[src/rtl/uart_word_link_pkg.sv]
`default_nettype none
// ============================================================================
// Module   : link_pkg
// Purpose  : Shared types and helpers for the UART word framing layer.
//            byte_sel() is the single definition of the on-wire byte order
//            and is used by both the transmit and receive directions.
// Ports    : none (package)
// Revision : 1.0 - initial release
// ============================================================================
package link_pkg;

  localparam int BYTE_W = 8;

  // Default application word type.
  typedef logic signed [15:0] num;

  // Transmit sequencer states.
  typedef enum logic [1:0] {
    TX_IDLE  = 2'd0,
    TX_SEND  = 2'd1,
    TX_GAP   = 2'd2,
    TX_DRAIN = 2'd3
  } tx_state_e;

  function automatic int bytes_per_word(input int word_w);
    return word_w / BYTE_W;
  endfunction

  // Flat bit offset of byte byte_idx (0 = first on the wire) of word word_idx.
  function automatic int byte_sel(input int word_idx, input int byte_idx,
                                  input int b, input int msb_first);
    int lane;
    lane = (msb_first != 0) ? (b - 1 - byte_idx) : byte_idx;
    return (word_idx * b + lane) * BYTE_W;
  endfunction

endpackage
`default_nettype wire

[src/rtl/uart_rx_framer.sv]
`default_nettype none
// ============================================================================
// Module   : uart_rx_framer
// Purpose  : Assembles RX_WORDS words from the deserialiser byte stream and
//            presents them with a valid/ack handshake, sticky overrun flag,
//            resync input and inter-byte timeout.
// Ports    : clk, reset        - clock, async active-high reset
//            des_data/des_valid - incoming byte and its strobe
//            rx_sync            - restart framing (discard partial frame)
//            rx_ack             - consumer has taken rx_words
//            rx_valid/rx_words  - completed frame
//            rx_overrun         - sticky, frame dropped while rx_valid=1
//            rx_timeout         - one-cycle pulse on partial-frame discard
// Revision : 1.0 - initial release
// ============================================================================
module uart_rx_framer
  import link_pkg::*;
#(
  parameter int WORD_W      = 16,
  parameter int RX_WORDS    = 25,
  parameter int MSB_FIRST   = 0,
  parameter int TIMEOUT_CYC = 100000
) (
  input  logic                       clk,
  input  logic                       reset,
  input  logic [7:0]                 des_data,
  input  logic                       des_valid,
  input  logic                       rx_sync,
  input  logic                       rx_ack,
  output logic                       rx_valid,
  output logic [RX_WORDS*WORD_W-1:0] rx_words,
  output logic                       rx_overrun,
  output logic                       rx_timeout
);

  localparam int   B        = bytes_per_word(WORD_W);
  localparam int   RX_BYTES = RX_WORDS * B;
  localparam int   CW       = $clog2(RX_BYTES + 1);
  localparam int   IW       = (TIMEOUT_CYC > 0) ? $clog2(TIMEOUT_CYC + 1) : 1;
  localparam logic TO_EN    = (TIMEOUT_CYC > 0);

  logic [CW-1:0]                count_q, count_d;
  logic [IW-1:0]                idle_q, idle_d;
  logic [RX_WORDS*WORD_W-1:0]   part_q, part_d;
  logic [RX_WORDS*WORD_W-1:0]   words_q, words_d;
  logic                         valid_q, valid_d;
  logic                         ovr_q, ovr_d;
  logic                         tout_q, tout_d;

  logic [CW-1:0]                base;
  logic                         done;
  logic                         ack_take;

  always_comb begin
    count_d  = count_q;
    idle_d   = idle_q;
    part_d   = part_q;
    words_d  = words_q;
    valid_d  = valid_q;
    ovr_d    = ovr_q;
    tout_d   = 1'b0;
    done     = 1'b0;
    ack_take = rx_ack & valid_q;

    // A byte arriving together with rx_sync becomes byte 0 of the new frame.
    base = rx_sync ? '0 : count_q;

    if (des_valid) begin
      for (int k = 0; k < RX_BYTES; k++) begin
        if (base == CW'(k)) begin
          part_d[byte_sel(k / B, k % B, B, MSB_FIRST) +: BYTE_W] = des_data;
        end
      end
      if (base == CW'(RX_BYTES - 1)) begin
        done    = 1'b1;
        count_d = '0;
      end else begin
        count_d = base + CW'(1);
      end
      idle_d = '0;
    end else if (rx_sync) begin
      count_d = '0;
      idle_d  = '0;
    end else if (TO_EN && (count_q != '0)) begin
      if (idle_q == IW'(TIMEOUT_CYC - 1)) begin
        count_d = '0;
        idle_d  = '0;
        tout_d  = 1'b1;
      end else begin
        idle_d = idle_q + IW'(1);
      end
    end else begin
      idle_d = '0;
    end

    // part_d already contains the final byte, so the frame commits directly.
    if (done) begin
      if (!valid_q || ack_take) begin
        words_d = part_d;
        valid_d = 1'b1;
        if (ack_take) begin
          ovr_d = 1'b0;
        end
      end else begin
        ovr_d = 1'b1;
      end
    end else if (ack_take) begin
      valid_d = 1'b0;
      ovr_d   = 1'b0;
    end
  end

  always_ff @(posedge clk or posedge reset) begin
    if (reset) begin
      count_q <= '0;
      idle_q  <= '0;
      part_q  <= '0;
      words_q <= '0;
      valid_q <= 1'b0;
      ovr_q   <= 1'b0;
      tout_q  <= 1'b0;
    end else begin
      count_q <= count_d;
      idle_q  <= idle_d;
      part_q  <= part_d;
      words_q <= words_d;
      valid_q <= valid_d;
      ovr_q   <= ovr_d;
      tout_q  <= tout_d;
    end
  end

  assign rx_valid   = valid_q;
  assign rx_words   = words_q;
  assign rx_overrun = ovr_q;
  assign rx_timeout = tout_q;

endmodule
`default_nettype wire

[src/rtl/uart_word_link.sv]
`default_nettype none
// ============================================================================
// Module   : uart_word_link
// Purpose  : Word-level framing between the application datapath and a
//            byte UART serialiser/deserialiser. Transmits TX_WORDS words as
//            a byte stream and assembles RX_WORDS words from received bytes.
// Ports    : clk, reset           - clock, async active-high reset
//            tx_start/tx_words    - frame request and words to send
//            tx_ready             - idle and able to accept tx_start
//            ser_data/ser_start   - byte and launch strobe to serialiser
//            ser_ready            - serialiser idle
//            des_data/des_valid   - byte from deserialiser
//            rx_sync, rx_ack      - resync and consumer acknowledge
//            rx_valid, rx_words   - received frame
//            rx_overrun           - sticky dropped-frame flag
//            rx_timeout           - partial-frame discard pulse
// Revision : 1.0 - initial release
// ============================================================================
module uart_word_link
  import link_pkg::*;
#(
  parameter int WORD_W      = 16,
  parameter int TX_WORDS    = 1,
  parameter int RX_WORDS    = 25,
  parameter int MSB_FIRST   = 0,
  parameter int TIMEOUT_CYC = 100000
) (
  input  logic                       clk,
  input  logic                       reset,
  input  logic                       tx_start,
  input  logic [TX_WORDS*WORD_W-1:0] tx_words,
  output logic                       tx_ready,
  output logic [7:0]                 ser_data,
  output logic                       ser_start,
  input  logic                       ser_ready,
  input  logic [7:0]                 des_data,
  input  logic                       des_valid,
  input  logic                       rx_sync,
  output logic                       rx_valid,
  input  logic                       rx_ack,
  output logic [RX_WORDS*WORD_W-1:0] rx_words,
  output logic                       rx_overrun,
  output logic                       rx_timeout
);

  localparam int B        = bytes_per_word(WORD_W);
  localparam int TX_BYTES = TX_WORDS * B;
  localparam int TXIW     = (TX_BYTES > 1) ? $clog2(TX_BYTES) : 1;

  tx_state_e                  state_q, state_d;
  logic [TXIW-1:0]            idx_q, idx_d;
  logic [TX_WORDS*WORD_W-1:0] buf_q, buf_d;
  logic [7:0]                 ser_data_q, ser_data_d;
  logic                       ser_start_q, ser_start_d;
  logic                       load_byte;

  // ser_start is registered: it is raised on the transition into SEND, when
  // ser_ready has just been seen high and nothing else can start the
  // serialiser in between.
  always_comb begin
    state_d     = state_q;
    idx_d       = idx_q;
    buf_d       = buf_q;
    ser_data_d  = ser_data_q;
    ser_start_d = 1'b0;
    tx_ready    = 1'b0;
    load_byte   = 1'b0;

    case (state_q)
      TX_IDLE: begin
        tx_ready = ser_ready;
        if (tx_start && ser_ready) begin
          buf_d       = tx_words;
          idx_d       = '0;
          load_byte   = 1'b1;
          ser_start_d = 1'b1;
          state_d     = TX_SEND;
        end
      end
      TX_SEND: begin
        if (ser_start_q) begin
          state_d = TX_GAP;
        end else begin
          ser_start_d = ser_ready;
        end
      end
      TX_GAP: begin
        state_d = TX_DRAIN;
      end
      TX_DRAIN: begin
        if (ser_ready) begin
          if (idx_q == TXIW'(TX_BYTES - 1)) begin
            state_d = TX_IDLE;
          end else begin
            idx_d       = idx_q + TXIW'(1);
            load_byte   = 1'b1;
            ser_start_d = 1'b1;
            state_d     = TX_SEND;
          end
        end
      end
      default: begin
        state_d = TX_IDLE;
      end
    endcase

    if (load_byte) begin
      for (int k = 0; k < TX_BYTES; k++) begin
        if (idx_d == TXIW'(k)) begin
          ser_data_d = buf_d[byte_sel(k / B, k % B, B, MSB_FIRST) +: BYTE_W];
        end
      end
    end
  end

  always_ff @(posedge clk or posedge reset) begin
    if (reset) begin
      state_q     <= TX_IDLE;
      idx_q       <= '0;
      buf_q       <= '0;
      ser_data_q  <= '0;
      ser_start_q <= 1'b0;
    end else begin
      state_q     <= state_d;
      idx_q       <= idx_d;
      buf_q       <= buf_d;
      ser_data_q  <= ser_data_d;
      ser_start_q <= ser_start_d;
    end
  end

  assign ser_data  = ser_data_q;
  assign ser_start = ser_start_q;

  uart_rx_framer #(
    .WORD_W      (WORD_W),
    .RX_WORDS    (RX_WORDS),
    .MSB_FIRST   (MSB_FIRST),
    .TIMEOUT_CYC (TIMEOUT_CYC)
  ) u_rx_framer (
    .clk        (clk),
    .reset      (reset),
    .des_data   (des_data),
    .des_valid  (des_valid),
    .rx_sync    (rx_sync),
    .rx_ack     (rx_ack),
    .rx_valid   (rx_valid),
    .rx_words   (rx_words),
    .rx_overrun (rx_overrun),
    .rx_timeout (rx_timeout)
  );

endmodule
`default_nettype wire
[config.mk]
export PLATFORM = sky130hd
export DESIGN_NAME = uart_word_link
export DESIGN_NICKNAME = d
export VERILOG_FILES = /design/src/rtl/uart_word_link_pkg.sv /design/src/rtl/uart_rx_framer.sv /design/src/rtl/uart_word_link.sv
export SDC_FILE = /design/constraint.sdc
export NUM_CORES = 1
export LEC_CHECK = 0
export CELL_PAD_IN_SITES_DETAIL_PLACEMENT = 0
export CELL_PAD_IN_SITES_GLOBAL_PLACEMENT = 1
export CORE_MARGIN = 4
export CORE_UTILIZATION = 41
export CTS_CLUSTER_SIZE = 28
export DETAILED_ROUTE_END_ITERATION = 16
export PLACE_DENSITY_LB_ADDON = 0.1
export SLEW_MARGIN = 40
export SYNTH_ARGS = -nofsm -noshare
export SYNTH_HDL_FRONTEND = slang
export SYNTH_HIERARCHICAL = 1
export SYNTH_SLANG_ARGS = --single-unit
[constraint.sdc]
create_clock -name clk -period 30 [get_ports clk]
set_input_delay 9 -clock clk [delete_from_list [all_inputs] [get_ports clk]]
set_output_delay 9 -clock clk [all_outputs]
set_load 0.02 [all_outputs]
**Word level (Yosys, flattened, before mapping)**

Cells that the tools add are included.

- Add/subtract/negate cells: 3
- Eq/ne operators: 57
- Mux-type cells: 92
- Bitwise operators: 1
- Reduce and logical (&&, ||, !) cells: 13

Operator list:

| kind | count |
|---|---|
| two-way mux 8 bit | 51 |
| two-way mux 400 bit | 1 |
| == test 6 bit, second input constant | 18 |
| == test 6 x 5 -> 1 bit, second input constant | 16 |
| two-way mux 17 bit | 4 |
| == test 6 x 4 -> 1 bit, second input constant | 8 |
| two-way mux 6 bit | 6 |
| two-way mux 16 bit | 2 |
| == test 6 x 3 -> 1 bit, second input constant | 4 |
| two-way mux 1 bit | 21 |
| adder 17 x 1 -> 17 bit, second input constant | 1 |
| == test 17 bit, second input constant | 1 |
| == test 6 x 2 -> 1 bit, second input constant | 2 |
| != test 2 bit, second input constant | 4 |
| case mux 2 bit (4 select lines) | 1 |
| adder 6 x 1 -> 6 bit, second input constant | 1 |
| == test 6 x 1 -> 1 bit, second input constant | 1 |
| zero test 6 bit | 1 |
| two-way mux 2 bit | 3 |
| AND reduction 2 bit | 3 |
| nonzero test 3 bit | 2 |
| nonzero test 6 bit | 1 |
| == test 2 bit, second input constant | 2 |
| case mux 1 bit (2 select lines) | 2 |
| other kinds (10) | 10 |

- Register bits after elaboration: 854
- Input port bits: 31
- Output and inout bits: 413
- Logic and storage cells: 178

**Longest topological paths before layout**

- Word-level depth: 6
- Gate-level depth with buffers: 12
- Gate-level depth less buffers: 7

**Cells and area by module**

The synthesis kept the hierarchy.

By module, submodules not included:

| module | times used | cells an instance | area an instance (um^2) | sequential area each (um^2) |
|---|---|---|---|---|
| uart_rx_framer | 1 | 1,918 | 31,251.2 | 20,469.6 |
| uart_word_link | 1 | 110 | 1,345.0 | 700.7 |

**Worst setup path after synthesis**

OpenSTA, ideal clock, no wires.

- Kind: input to output
- Start point: input ser_ready
- End point: output tx_ready
- Arrival time: 9.192 ns
- Data required time: 21.000 ns
- Path slack: 11.808 ns
- Stages: 1
- Cell sequence: and2_2

- Cells in the longest elaborated chain, start to end: 1

RTL lines:

| what | RTL line | source |
|---|---|---|
| start: declaration | uart_word_link.sv:35 | `input logic ser_ready,` |
| two-way mux 1 bit | uart_word_link.sv:69 | `case (state_q)` |
| end: declaration | uart_word_link.sv:32 | `output logic tx_ready,` |

Every way passes these cells.

**Final worst setup path**

Ends and elaborated chain as after synthesis.

==> impl_metrics.env <==
export IMPL_ys_types=60
export IMPL_worstReg2RegEnd="u_rx_framer/rx_words[341]"
export IMPL_grt_pass1_vias=19520
export IMPL_drt_iter0_drc=721
export IMPL_die_w_um=290.0
export IMPL_fillCellCount=6700
export IMPL_floorplan_die_height_um=290.0
export IMPL_core_area_mm2=0.07887
export IMPL_io_buffers=443
export IMPL_start_util_pct=41.33
export IMPL_skew_ps=24.19
export IMPL_intPower_uw=1906
export IMPL_cts_buffers=91
export IMPL_syn_nets=2069
export IMPL_fin_tns_setup_ps=0
export IMPL_met1_length_um=34920
export IMPL_grt_pass1_wl_um=125800
export IMPL_antenna_found_initial=4
export IMPL_synthTopCellsByCount="846 x dfrtp_1, 791 x mux2_2, 65 x clkbuf_1"
export IMPL_yosysSeqAreaShare_pct=64.95
export IMPL_hold_path_end="u_rx_framer/idle_q[0]"
export IMPL_cts_root_buffer="clkbuf_16"
export IMPL_switching_share_pct=23.00
export IMPL_drive_gt1_share_pct=40.26
export IMPL_cts_repair_resized=0
export IMPL_final_min_clock_period_ps=19350
export IMPL_hold_buffers=0
export IMPL_wl_per_cell_um=22.97
export IMPL_postLayoutCellArea_mm2=0.04128
export IMPL_gp_congestion=0.7525
export IMPL_r2r_setup_slack_ps=26250
export IMPL_synth_top_area_share_pct=64.95
export IMPL_crit_fanout=6
export IMPL_cp_common_cell="clkdlybuf4s50_1"
export IMPL_ir_drop_mv=0.04136
export IMPL_drt_pass1_iter_count=4
export IMPL_multi_input_area_mm2=0.01092
export IMPL_synthToLayoutAreaGrowth_pct=26.64
export IMPL_pwr_share_seq_pct=48.0
export IMPL_r2r_cells=9
export IMPL_p_sw_uw=569.2
export IMPL_cp_arrival_ps=10350
export IMPL_synth_edf_count=0
export IMPL_async_flop_share_pct=100.0
export IMPL_power_density_mw_per_mm2=59.96
export IMPL_grtUsageTotal_pct=19.44
export IMPL_min_path_cells=1
export IMPL_slew_violations=0
export IMPL_regArea_mm2=0.02117
export IMPL_crit_path_end_kind="output pin"
export IMPL_h_tree_depth=3
export IMPL_row_count=103
export IMPL_routed_wl_met3_um=4606
export IMPL_top_layer_used="met5"
export IMPL_fin_util_pct=52.34
export IMPL_insertion_delay_ps=640
export IMPL_fin_crit_sh_pct=64.51
export IMPL_worst_pin_slew_ps=856.7
export IMPL_cts_tree="built"
export IMPL_fmax_ghz=0.05167
export IMPL_power_share_clock_pct=45.8
export IMPL_wirelength_um=82640
export IMPL_io_pins=444
export IMPL_via_per_inst=5.030
export IMPL_relSlewSlack_pct=42.57
export IMPL_cp_cell_sequence="clkdlybuf4s50_1 -> and2_2 -> clkdlybuf4s50_1"
export IMPL_rsz0062_at_grt="false"
export IMPL_worstSetupPathType="in2out"
export IMPL_cap_violations=0
export IMPL_syn_avg_cell_area_um2=16.07
export IMPL_vias=18100
export IMPL_ys_ff_latch=846
export IMPL_path_delay_family="buffers and inverters"
export IMPL_dpl_cell_area_mm2=0.03811
export IMPL_min_from="u_rx_framer/idle_q[0]"
export IMPL_p_leak_uw=0.01993
export IMPL_syn_cell_area_mm2=0.03260
export IMPL_cts_buffer_depth=3
export IMPL_synthMostInstantiatedCell="dfrtp_1"
export IMPL_status="completed"
export IMPL_clkTransAtPathRegs_ps=50
export IMPL_dp_final_hpwl_um=51410
export IMPL_holdCritPathClass="reg2reg"
export IMPL_fin_nets=2514
export IMPL_grt_max_degree=158
export IMPL_critPathMaxStageDelay_ps=600
export IMPL_synth_warnings=6
export IMPL_ys_flop_type="dfrtp_1"
export IMPL_worst_ep_required_time_ps=21000
export IMPL_startpoint_type="primary input"
export IMPL_setup_viol=0
export IMPL_syn_inst=2028
export IMPL_ant_nets=0
export IMPL_overflow=0
export IMPL_r2r_start="u_rx_framer/count_q[0]"
export IMPL_path_buf_inv=2
export IMPL_dieArea_mm2=0.08408
export IMPL_drc=0
export IMPL_cts_setup_buffers=0
export IMPL_synthTopCellsByArea="dfrtp_1 65%, mux2_2 27%, mux2_4 0.83%, clkbuf_1 0.75%, buf_2 0.58%"
export IMPL_hold_violations=0
export IMPL_power_frac_comb_pct=6.2
export IMPL_route_met2_wl_um=41170
export IMPL_clock_sinks=846
export IMPL_yosys_area_top_type="dfrtp_1"
export IMPL_slowest_stage="clkdlybuf4s50_1"
==> layer usage <==
| layer | vias up | GRT usage (%) |
|---|---|---|
| li1 | 8080 | - |
| met1 | 9524 | 24.77 |
| met2 | 368 | 33.08 |
| met3 | 122 | 4.982 |
| met4 | 4 | 5.338 |
| met5 | - | 0 |
==> logic make-up (layout without fill, tap and decap cells) <==
family | count (synthesis) | in the layout | share of synthesized area [%]
DFF | 846 | 846 | 64.95
muxes | 809 | 809 | 28.16
xor gates and xnor gates | 15 | 15 | 0.4031
adders and majority gates | 10 | 10 | 0.3838
buffers and inverters | 126 | 644 | 1.793
AOI/OAI and AO/OA | 39 | 39 | 0.8291
and+or+nand+nor | 183 | 183 | 3.489
other | 0 | 2 | 0
==> cells in the final DEF (no fill, tap or decap), drive strengths merged, types with 5 or more instances in the layout <==
master	instances
a21oi	12
and3b	8
and4	6
buf	31
bufinv	6
clkbuf	132
clkdlybuf4s50	435
clkinv	20
clkinvlp	6
dfrtp	846
ha	10
inv	14
mux2	809
nand2	39
nand2b	7
nand3	21
nand4	6
nor2	29
nor2b	7
nor3	15
nor3b	7
nor4	5
nor4bb	12
o31ai	9
xnor2	9
xor2	6
==> state kept, by name, indices dropped and copies added (netlist names), named ones only <==
name	flops
ser_data	8
u_rx_framer/part_q	392
u_rx_framer/rx_overrun	1
state_q	2
u_rx_framer/rx_timeout	1
buf_q	16
u_rx_framer/count_q	6
u_rx_framer/idle_q	17
u_rx_framer/rx_valid	1
u_rx_framer/rx_words	400
ser_start	1
==> per-stage QoR <==
step           instances  setup slack, ps  hold slack [ps]  total power (uW)
4_1_cts             3594            10650            481.7              2516
6_report            3598            10650            480.1              2475
3_5_place_dp        3428            10660            474.1              1364
5_1_grt             3597            10610            495.9              2580
2_1_floorplan       2028             9767            454.9              1313
3_3_place_gp        3427            10660            463.6              1357
==> power by group through the flow <==
stage | combinational (uW) | sequential, uW | clock [uW]
after floorplan | 99.8 | 1210 | 0
after global placement | 149 | 1210 | 0
after detailed placement | 155 | 1210 | 0
after CTS | 156 | 1190 | 1170
after global routing | 170 | 1190 | 1220
final | 153 | 1190 | 1130
==> final cells by class <==
class	count	area share, %
Sequential cell	846	51.28
Multi-Input combinational cell	1056	26.44
Timing Repair Buffer	469	11.53
Clock buffer	129	6.423
Tap cell	1050	3.182
Clock inverter	37	1.040
Inverter	9	0.09093
Antenna cell	2	0.01212
==> how the worst max path moves through the flow <==
| stage | slack, ps | cells after the start | startpoint | endpoint |
|---|---|---|---|---|
| floorplan | 9770 | 1 | reset | u_rx_framer/count_q[0] |
| global placement | 10660 | 3 | ser_ready | tx_ready |
| CTS | 10650 | 3 | ser_ready | tx_ready |
| finish | 10650 | 3 | ser_ready | tx_ready |
| detailed placement | 10660 | 3 | ser_ready | tx_ready |
| global route | 10610 | 3 | ser_ready | tx_ready |
==> worst reg2reg max path, stage by stage (launching register included) <==
cell      delay (ps)
dfrtp_1          370
nand2b_1         160
inv_1            160
ha_1             370
nand2b_1         330
nor4_4           370
buf_4            490
buf_12           390
buf_16           430
mux2_2           560
Power figures use the tool's default switching activity.
